`src/rtl/calc_pkg.sv`:
```
// Shared definitions for the pipelined calculator.
//   CALC_DATA_W / CALC_ADDR_W : default operand width and register address width
//   calc_op_e                 : 4-bit opcode encoding driven on ctrl
// Opcodes 13..15 are unassigned and produce a zero result with carry 0.
package calc_pkg;

  localparam int CALC_DATA_W = 8;
  localparam int CALC_ADDR_W = 3;

  typedef enum logic [3:0] {
    OP_ADD = 4'd0,
    OP_SUB = 4'd1,
    OP_AND = 4'd2,
    OP_OR  = 4'd3,
    OP_XOR = 4'd4,
    OP_NOT = 4'd5,
    OP_NOR = 4'd6,
    OP_SHL = 4'd7,
    OP_SHR = 4'd8,
    OP_ROL = 4'd9,
    OP_ROR = 4'd10,
    OP_LT  = 4'd11,
    OP_EQ  = 4'd12
  } calc_op_e;

endpackage

```
`src/rtl/calc_regfile.sv`:
```
// Register file: two asynchronous read ports, one synchronous write port.
//   clk, rst_n     : clock, asynchronous active-low reset (clears every entry)
//   ra_x, ra_y     : read addresses, rd_x / rd_y combinational read data
//   we, wa, wd     : write enable, write address, write data
// Entry 0 always reads as zero; writes addressed to it are dropped.
module calc_regfile
  import calc_pkg::*;
#(
  parameter int DATA_W = CALC_DATA_W,
  parameter int ADDR_W = CALC_ADDR_W
) (
  input  logic              clk,
  input  logic              rst_n,
  input  logic [ADDR_W-1:0] ra_x,
  input  logic [ADDR_W-1:0] ra_y,
  output logic [DATA_W-1:0] rd_x,
  output logic [DATA_W-1:0] rd_y,
  input  logic              we,
  input  logic [ADDR_W-1:0] wa,
  input  logic [DATA_W-1:0] wd
);

  localparam int DEPTH = 2 ** ADDR_W;

  logic [DATA_W-1:0] regs [DEPTH];

  always_ff @(posedge clk or negedge rst_n) begin
    if (!rst_n) begin
      for (int i = 0; i < DEPTH; i++) regs[i] <= '0;
    end else if (we && (wa != '0)) begin
      regs[wa] <= wd;
    end
  end

  assign rd_x = (ra_x == '0) ? '0 : regs[ra_x];
  assign rd_y = (ra_y == '0) ? '0 : regs[ra_y];

endmodule

```
`src/rtl/pipelined_calculator.sv`:
```
// Two-stage calculator: S1 reads operands and evaluates the ALU on accept,
// S2 holds the registered result and writes it back to the register file
// when the consumer takes it.
//   clk, rst_n                  : clock, asynchronous active-low reset
//   in_valid / in_ready         : request handshake
//   wen, rw, rx, ry             : writeback enable, write/read-X/read-Y addresses
//   data_in, sel, ctrl          : external operand, X-source select, opcode
//   out_valid / out_ready       : result handshake
//   out_data, carry             : registered result and carry/borrow
// Build option: define CALC_FORWARD_EN to forward the pending S2 result into
// the operands instead of stalling on a read-after-write hazard.
module pipelined_calculator
  import calc_pkg::*;
#(
  parameter int DATA_W = CALC_DATA_W,
  parameter int ADDR_W = CALC_ADDR_W
) (
  input  logic              clk,
  input  logic              rst_n,
  input  logic              in_valid,
  output logic              in_ready,
  input  logic              wen,
  input  logic [ADDR_W-1:0] rw,
  input  logic [ADDR_W-1:0] rx,
  input  logic [ADDR_W-1:0] ry,
  input  logic [DATA_W-1:0] data_in,
  input  logic              sel,
  input  logic [3:0]        ctrl,
  output logic              out_valid,
  input  logic              out_ready,
  output logic [DATA_W-1:0] out_data,
  output logic              carry
);

  logic              s2_wen;
  logic [ADDR_W-1:0] s2_rw;
  logic [DATA_W-1:0] rd_x, rd_y;
  logic [DATA_W-1:0] x_op, y_op;
  logic [DATA_W-1:0] alu_res;
  logic              alu_c;
  logic [DATA_W:0]   sum_ext, diff_ext;
  logic              s2_live, hazard_x, hazard_y, hazard_stall;
  logic              accept, retire, wb_en;

  assign accept = in_valid && in_ready;
  assign retire = out_valid && out_ready;
  assign wb_en  = retire && s2_wen && (s2_rw != '0);

  calc_regfile #(
    .DATA_W (DATA_W),
    .ADDR_W (ADDR_W)
  ) u_regfile (
    .clk   (clk),
    .rst_n (rst_n),
    .ra_x  (rx),
    .ra_y  (ry),
    .rd_x  (rd_x),
    .rd_y  (rd_y),
    .we    (wb_en),
    .wa    (s2_rw),
    .wd    (out_data)
  );

  // A pending S2 result only matters if it will actually land in a real register.
  assign s2_live  = out_valid && s2_wen && (s2_rw != '0);
  assign hazard_x = s2_live && sel && (s2_rw == rx);
  assign hazard_y = s2_live && (s2_rw == ry);

`ifdef CALC_FORWARD_EN
  // Any accept while S2 is occupied coincides with its retire, so the
  // forwarded value is exactly what the register will hold afterwards.
  assign x_op         = sel ? (hazard_x ? out_data : rd_x) : data_in;
  assign y_op         = hazard_y ? out_data : rd_y;
  assign hazard_stall = 1'b0;
`else
  assign x_op         = sel ? rd_x : data_in;
  assign y_op         = rd_y;
  assign hazard_stall = hazard_x || hazard_y;
`endif

  // Gated by rst_n so no request is offered to a design held in reset.
  assign in_ready = rst_n && (!out_valid || out_ready) && !hazard_stall;

  assign sum_ext  = {1'b0, x_op} + {1'b0, y_op};
  assign diff_ext = {1'b0, x_op} - {1'b0, y_op};

  always_comb begin
    alu_res = '0;
    alu_c   = 1'b0;
    case (ctrl)
      OP_ADD: {alu_c, alu_res} = sum_ext;
      OP_SUB: {alu_c, alu_res} = diff_ext;
      OP_AND: alu_res = x_op & y_op;
      OP_OR:  alu_res = x_op | y_op;
      OP_XOR: alu_res = x_op ^ y_op;
      OP_NOT: alu_res = ~x_op;
      OP_NOR: alu_res = ~(x_op | y_op);
      OP_SHL: begin
        alu_res = {x_op[DATA_W-2:0], 1'b0};
        alu_c   = x_op[DATA_W-1];
      end
      OP_SHR: begin
        alu_res = {1'b0, x_op[DATA_W-1:1]};
        alu_c   = x_op[0];
      end
      OP_ROL: alu_res = {x_op[DATA_W-2:0], x_op[DATA_W-1]};
      OP_ROR: alu_res = {x_op[0], x_op[DATA_W-1:1]};
      OP_LT:  alu_res = {{(DATA_W-1){1'b0}}, (x_op < y_op)};
      OP_EQ:  alu_res = {{(DATA_W-1){1'b0}}, (x_op == y_op)};
      default: begin
        alu_res = '0;
        alu_c   = 1'b0;
      end
    endcase
  end

  always_ff @(posedge clk or negedge rst_n) begin
    if (!rst_n) begin
      out_valid <= 1'b0;
      out_data  <= '0;
      carry     <= 1'b0;
      s2_wen    <= 1'b0;
      s2_rw     <= '0;
    end else if (accept) begin
      out_valid <= 1'b1;
      out_data  <= alu_res;
      carry     <= alu_c;
      s2_wen    <= wen;
      s2_rw     <= rw;
    end else if (retire) begin
      out_valid <= 1'b0;
    end
  end

endmodule

```
`config.mk`:
```
export PLATFORM = sky130hd
export DESIGN_NAME = pipelined_calculator
export DESIGN_NICKNAME = d
export VERILOG_FILES = /design/src/rtl/calc_pkg.sv /design/src/rtl/calc_regfile.sv /design/src/rtl/pipelined_calculator.sv
export SDC_FILE = /design/constraint.sdc
export NUM_CORES = 1
export LEC_CHECK = 0
export CORE_UTILIZATION = 55
export DETAILED_ROUTE_END_ITERATION = 12
export PLACE_DENSITY = 0.79
export RECOVER_POWER = 25
export SYNTH_ARGS = -nofsm -noshare
export SYNTH_HDL_FRONTEND = slang
export SYNTH_SLANG_ARGS = --single-unit
```
`constraint.sdc`:
```
create_clock -name clk -period 3.3 [get_ports clk]
set_input_delay 0.33 -clock clk [delete_from_list [all_inputs] [get_ports clk]]
set_output_delay 0.33 -clock clk [all_outputs]
set_load 0.02 [all_outputs]
```
# == Word-level counts from Yosys, hierarchy flattened ==
# Cells that the tools add are included.
# op_classes
mux,16
n_lt_le_gt_ge,5
reduce_logical,22
n_eq_ne,15
n_bitwise,8
add_sub_neg,2
# ops
cell,n
8-bit case mux with 13 select lines,1
64-bit bitwise mux,1
8-bit two-way mux,8
8-bit binary-select mux with 3-bit select,2
8-bit demux with 3-bit select,1
4-bit equality test (second input constant),5
4-bit by 3-bit equality test with 1-bit output (second input constant),4
8-bit NOT,2
1-bit logical AND,13
4-bit greater-or-equal comparator (second input constant),3
3-bit NOT with 4-bit output,3
8-bit by 8-bit adder with 9-bit output,1
8-bit by 8-bit subtractor with 9-bit output,1
8-bit bitwise AND,1
4-bit by 2-bit equality test with 1-bit output (second input constant),2
8-bit equality test,1
8-bit less-than comparator,1
8-bit OR,1
8-bit bitwise XOR,1
3-bit equality test,2
3-bit zero test,2
4-bit by 1-bit equality test with 1-bit output (second input constant),1
4-bit zero test,1
4-bit by 1-bit less-than comparator with 1-bit output (second input constant),1
other kinds (6),9
# word_totals
wordCells,81
reg_bits,78

# == Logic depth before layout (Yosys ltp) ==
# logic_depth
word_depth,9
ltp_mapped,17
depth_no_buf,14

# == Hierarchy ==
# Synthesis repeated with hierarchy kept, for this count alone.
# unflattened
hier_cells,519
hier_area_um2,5531.6
# by_module_without_submodules
module,instances,area_per_inst_um2,seq_area_each_um2,cells_per_inst
calc_regfile,1,3190.6,1401.3,238
pipelined_calculator,1,2341.0,350.3,281

# == Least setup slack after synthesis ==
# No wires, ideal clock.
# synth_path
kind,in2reg
from,input ry[0]
to,register carry
path_stages,15
t_required_ps,3169
n_path_buf,2
arrival_ps,3512
path_slack_ps,-344
path_cell_list,buf_2 buf_1 mux4_2 nor2_1 a221o_1 inv_1 ha_1 fa_1 a211o_1 a31oi_1 o21bai_1 a211oi_1 nor2_1 nor4_1 a21oi_1
# synth_between
elab_chain_cells,7
# synth_rtl
item,line,text
from (decl),pipelined_calculator.sv:25,"input logic [ADDR_W-1:0] ry,"
3-bit NOT with 4-bit output (not written as such),calc_regfile.sv:36,assign rd_y = (ra_y == '0) ? '0 : regs[ra_y];
8-bit binary-select mux with 3-bit select,calc_regfile.sv:36,
8-bit two-way mux (not written as such) (2 in series),calc_regfile.sv:36,
8-bit two-way mux,calc_regfile.sv:36,
8-bit by 8-bit subtractor with 9-bit output / 8-bit by 8-bit adder with 9-bit output (equally long branches),"pipelined_calculator.sv:85, pipelined_calculator.sv:84",
1-bit case mux with 4 select lines,pipelined_calculator.sv:90,case (ctrl)
to (signal assigned),pipelined_calculator.sv:127,carry <= alu_c;
to (decl),pipelined_calculator.sv:32,output logic carry
# Several ways; a longest one is shown, not always the timed one. The select of a mux whose other input is x is not followed.
# A chain may end at the register's enable or synchronous reset.

# == Worst setup path after layout ==
# layout_path
from,register u_regfile.regs[40] (netlist name)
to,register out_data[1]
# layout_between
elab_chain_cells,7
# layout_rtl
item,line,text
from (decl),calc_regfile.sv:25,logic [DATA_W-1:0] regs [DEPTH];
"from (signal, indexed assignment)",calc_regfile.sv:31,regs[wa] <= wd;
8-bit binary-select mux with 3-bit select,calc_regfile.sv:35,assign rd_x = (ra_x == '0) ? '0 : regs[ra_x];
8-bit two-way mux (not written as such) (2 in series),calc_regfile.sv:35,
8-bit two-way mux,calc_regfile.sv:35,
8-bit two-way mux,pipelined_calculator.sv:76,assign x_op = sel ? rd_x : data_in;
8-bit by 8-bit subtractor with 9-bit output / 8-bit by 8-bit adder with 9-bit output (equally long branches),"pipelined_calculator.sv:85, pipelined_calculator.sv:84",
8-bit case mux with 13 select lines *,pipelined_calculator.sv:90,
to (signal assigned),pipelined_calculator.sv:126,out_data <= alu_res;
to (decl),pipelined_calculator.sv:31,"output logic [DATA_W-1:0] out_data,"
# Every way passes the cells marked *; elsewhere a longest branch is shown, timed or not. The select of a mux whose other input is x is not followed.

==> results.toml <==
[layout]
layout-area-overhead-vs-synth_pct = 29.2
register_area_sq_um = 1880
total_area_of_multi_input_combinational_cells_sq_um = 3440
design_area_sq_um = 7080
final_net_count = 722
final_layout_size_suffix_gt1_frac = 0.357
final_cell_count_no_fill = 809
fillers = 728

[synth]
postSynthNetCount = 598
ys_seq_area_frac = 0.342
number_of_standard_cells_after_synthesis = 546
post_synth_instance_area_sq_um = 5480
synth-async-reset-ratio = 1.00
synth-main-ff-cell = "dfrtp_1"
yosys.cell_types.count = 65
ys_warn_count = 0
netlist.top_cell.by_area = "dfrtp_1"
postSynthRegisterBits = 75
synth.avg_cell_area_sq_um = 10.0
most_area_consuming_cells_after_synthesis = "dfrtp_1, mux2_2, mux4_2"
synth_top_area_frac = 0.342
synth_edf_count = 0

[timing]
slew_violations = 76
share_of_the_clock_period_used_by_the_worst_path_after_layout = 0.960
period_minus_slack_ns = 3.17
setup_viol = 0
finalHoldViolations = 0
tightestPinTransition_ns = 1.87
slew_headroom = -0.244
worst_clock_skew_ns = 0.00922
grt_setup_unrepaired = "true"
setup_ws_ns = 0.131
fmax_ghz = 0.316

[worst_setup_path]
cp-startpoint = "u_regfile.regs[40]"
timing.critical_path.from_type = "register"
crit_fanout = 3
cp_data_required_time_ns = 3.53
critical_path_arrival_ns = 3.39
timing.rr.start = "u_regfile.regs[40]"
timing_worst_setup_path_type = "register to register"
cp-end-kind = "register"

[drt]
routed_wire_length_per_instance_um = 21.9
drcViolationCount = 0
dr.pass1.iters = 4
post_drt_via_cell_ratio = 6.30
antenna_violating_nets_post_route = 0
via_count = 5096
initialDrtViolationCount = 320
wl_mm = 17.7

[worst_hold_path]
hold_path_class = "register to register"
hold_start = "u_regfile.regs[57]"

[global_routing]
grt.overflow.total = 0
grt_first_pass_wirelength_mm = 27.4
grt_pass1_vias = 5168
pin_count_of_the_biggest_net_entering_global_routing = 76
grt_antenna_before_repair = 1
groute.usage.overall = 0.360

[die]
floorplan.die.width_um = 102
core_area_sq_um = 9730
die-height_um = 102
row_count = 36
die_area_sq_um = 10400
design.portCount = 38
start_util = 0.564

[pwr]
power_per_cell_area_nw_per_um2 = 483
ir_drop_mv = 0.428
power.static_leakage_uw = 0.00334

[cts]
cts_tree = "built"
cts-hold-fix-buffers = 0
cts_buffers = 9
cts.sink_count = 75
cts_htree_levels = 3
cts.path.max_buffers = 2
clkLatencyLatePin_ns = 0.35
clk_pin_slew_worst_paths_ns = 0.08
clock_tree.root_cell = "clkbuf_8"

[job]
cap_violations = 1

[placement]
detailedPlace.worstSlack_ns = -0.551
routabilityCongestion = 1.02
port_buffers = 37
numPlacedInstances = 785
post_dp_hpwl_mm = 13.0
dpl_cell_area_sq_um = 6690

[run_status]
run_status = "complete, but fails checks"
violations = "max-capacitance violations, max-slew violations"
## report_power, final
part           switching (uW)  total, uW  leakage, uW  internal, uW
sequential                208       1300      0.00102          1090
clock                     356        828     0.000120           471
combinational             614       1300      0.00221           682
total                    1180       3420      0.00334          2240
## layout make-up
type	count	share of cell area
antenna	1	0.000353
clock buffer	11	0.0214
clock inverter	5	0.0117
inverter	27	0.0143
multi-input combinational	408	0.486
sequential	75	0.265
tap	133	0.0235
timing repair buffer	149	0.178
## final timing paths
| check | end | slack (ns) | cells after the start |
|---|---|---|---|
| worst min-delay path | u_regfile.regs[57] | 0.38 | 0 |
| worst max-delay path | out_data[1] | 0.13 | 13 |
| min in group asynchronous | out_data[7] | 0.63 | 2 |
| worst max register to register | out_data[1] | 0.13 | 13 |
| worst min register to register | u_regfile.regs[57] | 0.38 | 0 |
| max in group asynchronous | u_regfile.regs[57] | 1.54 | 2 |
## routing by layer
layer | vias up | wire length (um) | track usage
met5 | - | 0 | 0
met3 | 59 | 977 | 0.0479
li1 | 2291 | - | -
met4 | 0 | 862 | 0.204
met1 | 2523 | 7150 | 0.446
met2 | 223 | 8700 | 0.610
## Yosys cell counts (all sizes together), types with 5 or more instances
library cell	count
inv	27
o21ai	29
xnor2	7
nor3	11
nand4	5
mux2	75
mux4	13
a221o	7
a21oi	29
mux2i	20
nand2	37
nor2	31
nor2b	9
a22oi	6
a31oi	5
buf	13
ha	23
dfrtp	75
nand2b	10
a211oi	7
o211ai	9
clkbuf	23
o221ai	5
## layout by cell type (no fill, tap or decap), types with 20 or more instances in the layout
cell,instances
a21oi_1,27
clkdlybuf4s50_1,31
mux2i_1,20
nor2_1,30
ha_1,20
nand2_1,37
inv_1,27
o21ai_0,29
buf_4,106
mux2_2,71
dfrtp_1,75
## stage by stage
step | utilization | setup TNS, ns | hold slack (ns) | power [uW]
final | 0.728 | 0 | 0.375 | 3420
after global routing | 0.728 | -0.0358 | 0.390 | 3580
after CTS | 0.723 | 0 | 0.244 | 3380
after detailed placement | 0.688 | -3.77 | 0.367 | 2530
after global placement | 0.688 | -3.42 | 0.361 | 2470
after floorplan | - | 0 | 0.0344 | 1960
## critical path, cell delays in order (launching register included)
cell and delay, ns:
dfrtp_1 0.41, mux4_2 0.47, nor2_1 0.10, a221o_1 0.13, inv_1 0.07, buf_4 0.14
ha_1 0.19, inv_1 0.10, fa_2 0.42, or2_2 0.31, a32oi_1 0.22, o221ai_1 0.17
a221oi_2 0.21, o21ai_0 0.10
## repair_timing
action	4_1_cts	5_1_grt
setup buffers	6	0
endpoints found under the setup margin	6	4
pin swaps	7	2
cloned	1	0
gates resized for setup	14	12
endpoints found under the hold margin	0	0
## flip-flops by register name (all words and copies together) (netlist names)
name / count
out_valid: 1
out_data: 8
u_regfile.regs: 61
s2_wen: 1
carry: 1
s2_rw: 3
## cell families (layout without fill, tap and decap cells)
| family | Yosys count | after routing | synth area share |
|---|---|---|---|
| multiplexers | 108 | 108 | 0.244 |
| flip-flops | 75 | 75 | 0.342 |
| AND/OR/NAND/NOR | 134 | 134 | 0.123 |
| XOR/XNOR | 9 | 9 | 0.0144 |
| AO/OA/AOI/OAI | 132 | 132 | 0.168 |
| buffers and inverters | 63 | 192 | 0.0482 |
| other | 0 | 1 | 0 |
| adder cells (fa/ha/maj) | 25 | 25 | 0.0598 |
Power figures use the tool's default switching activity.
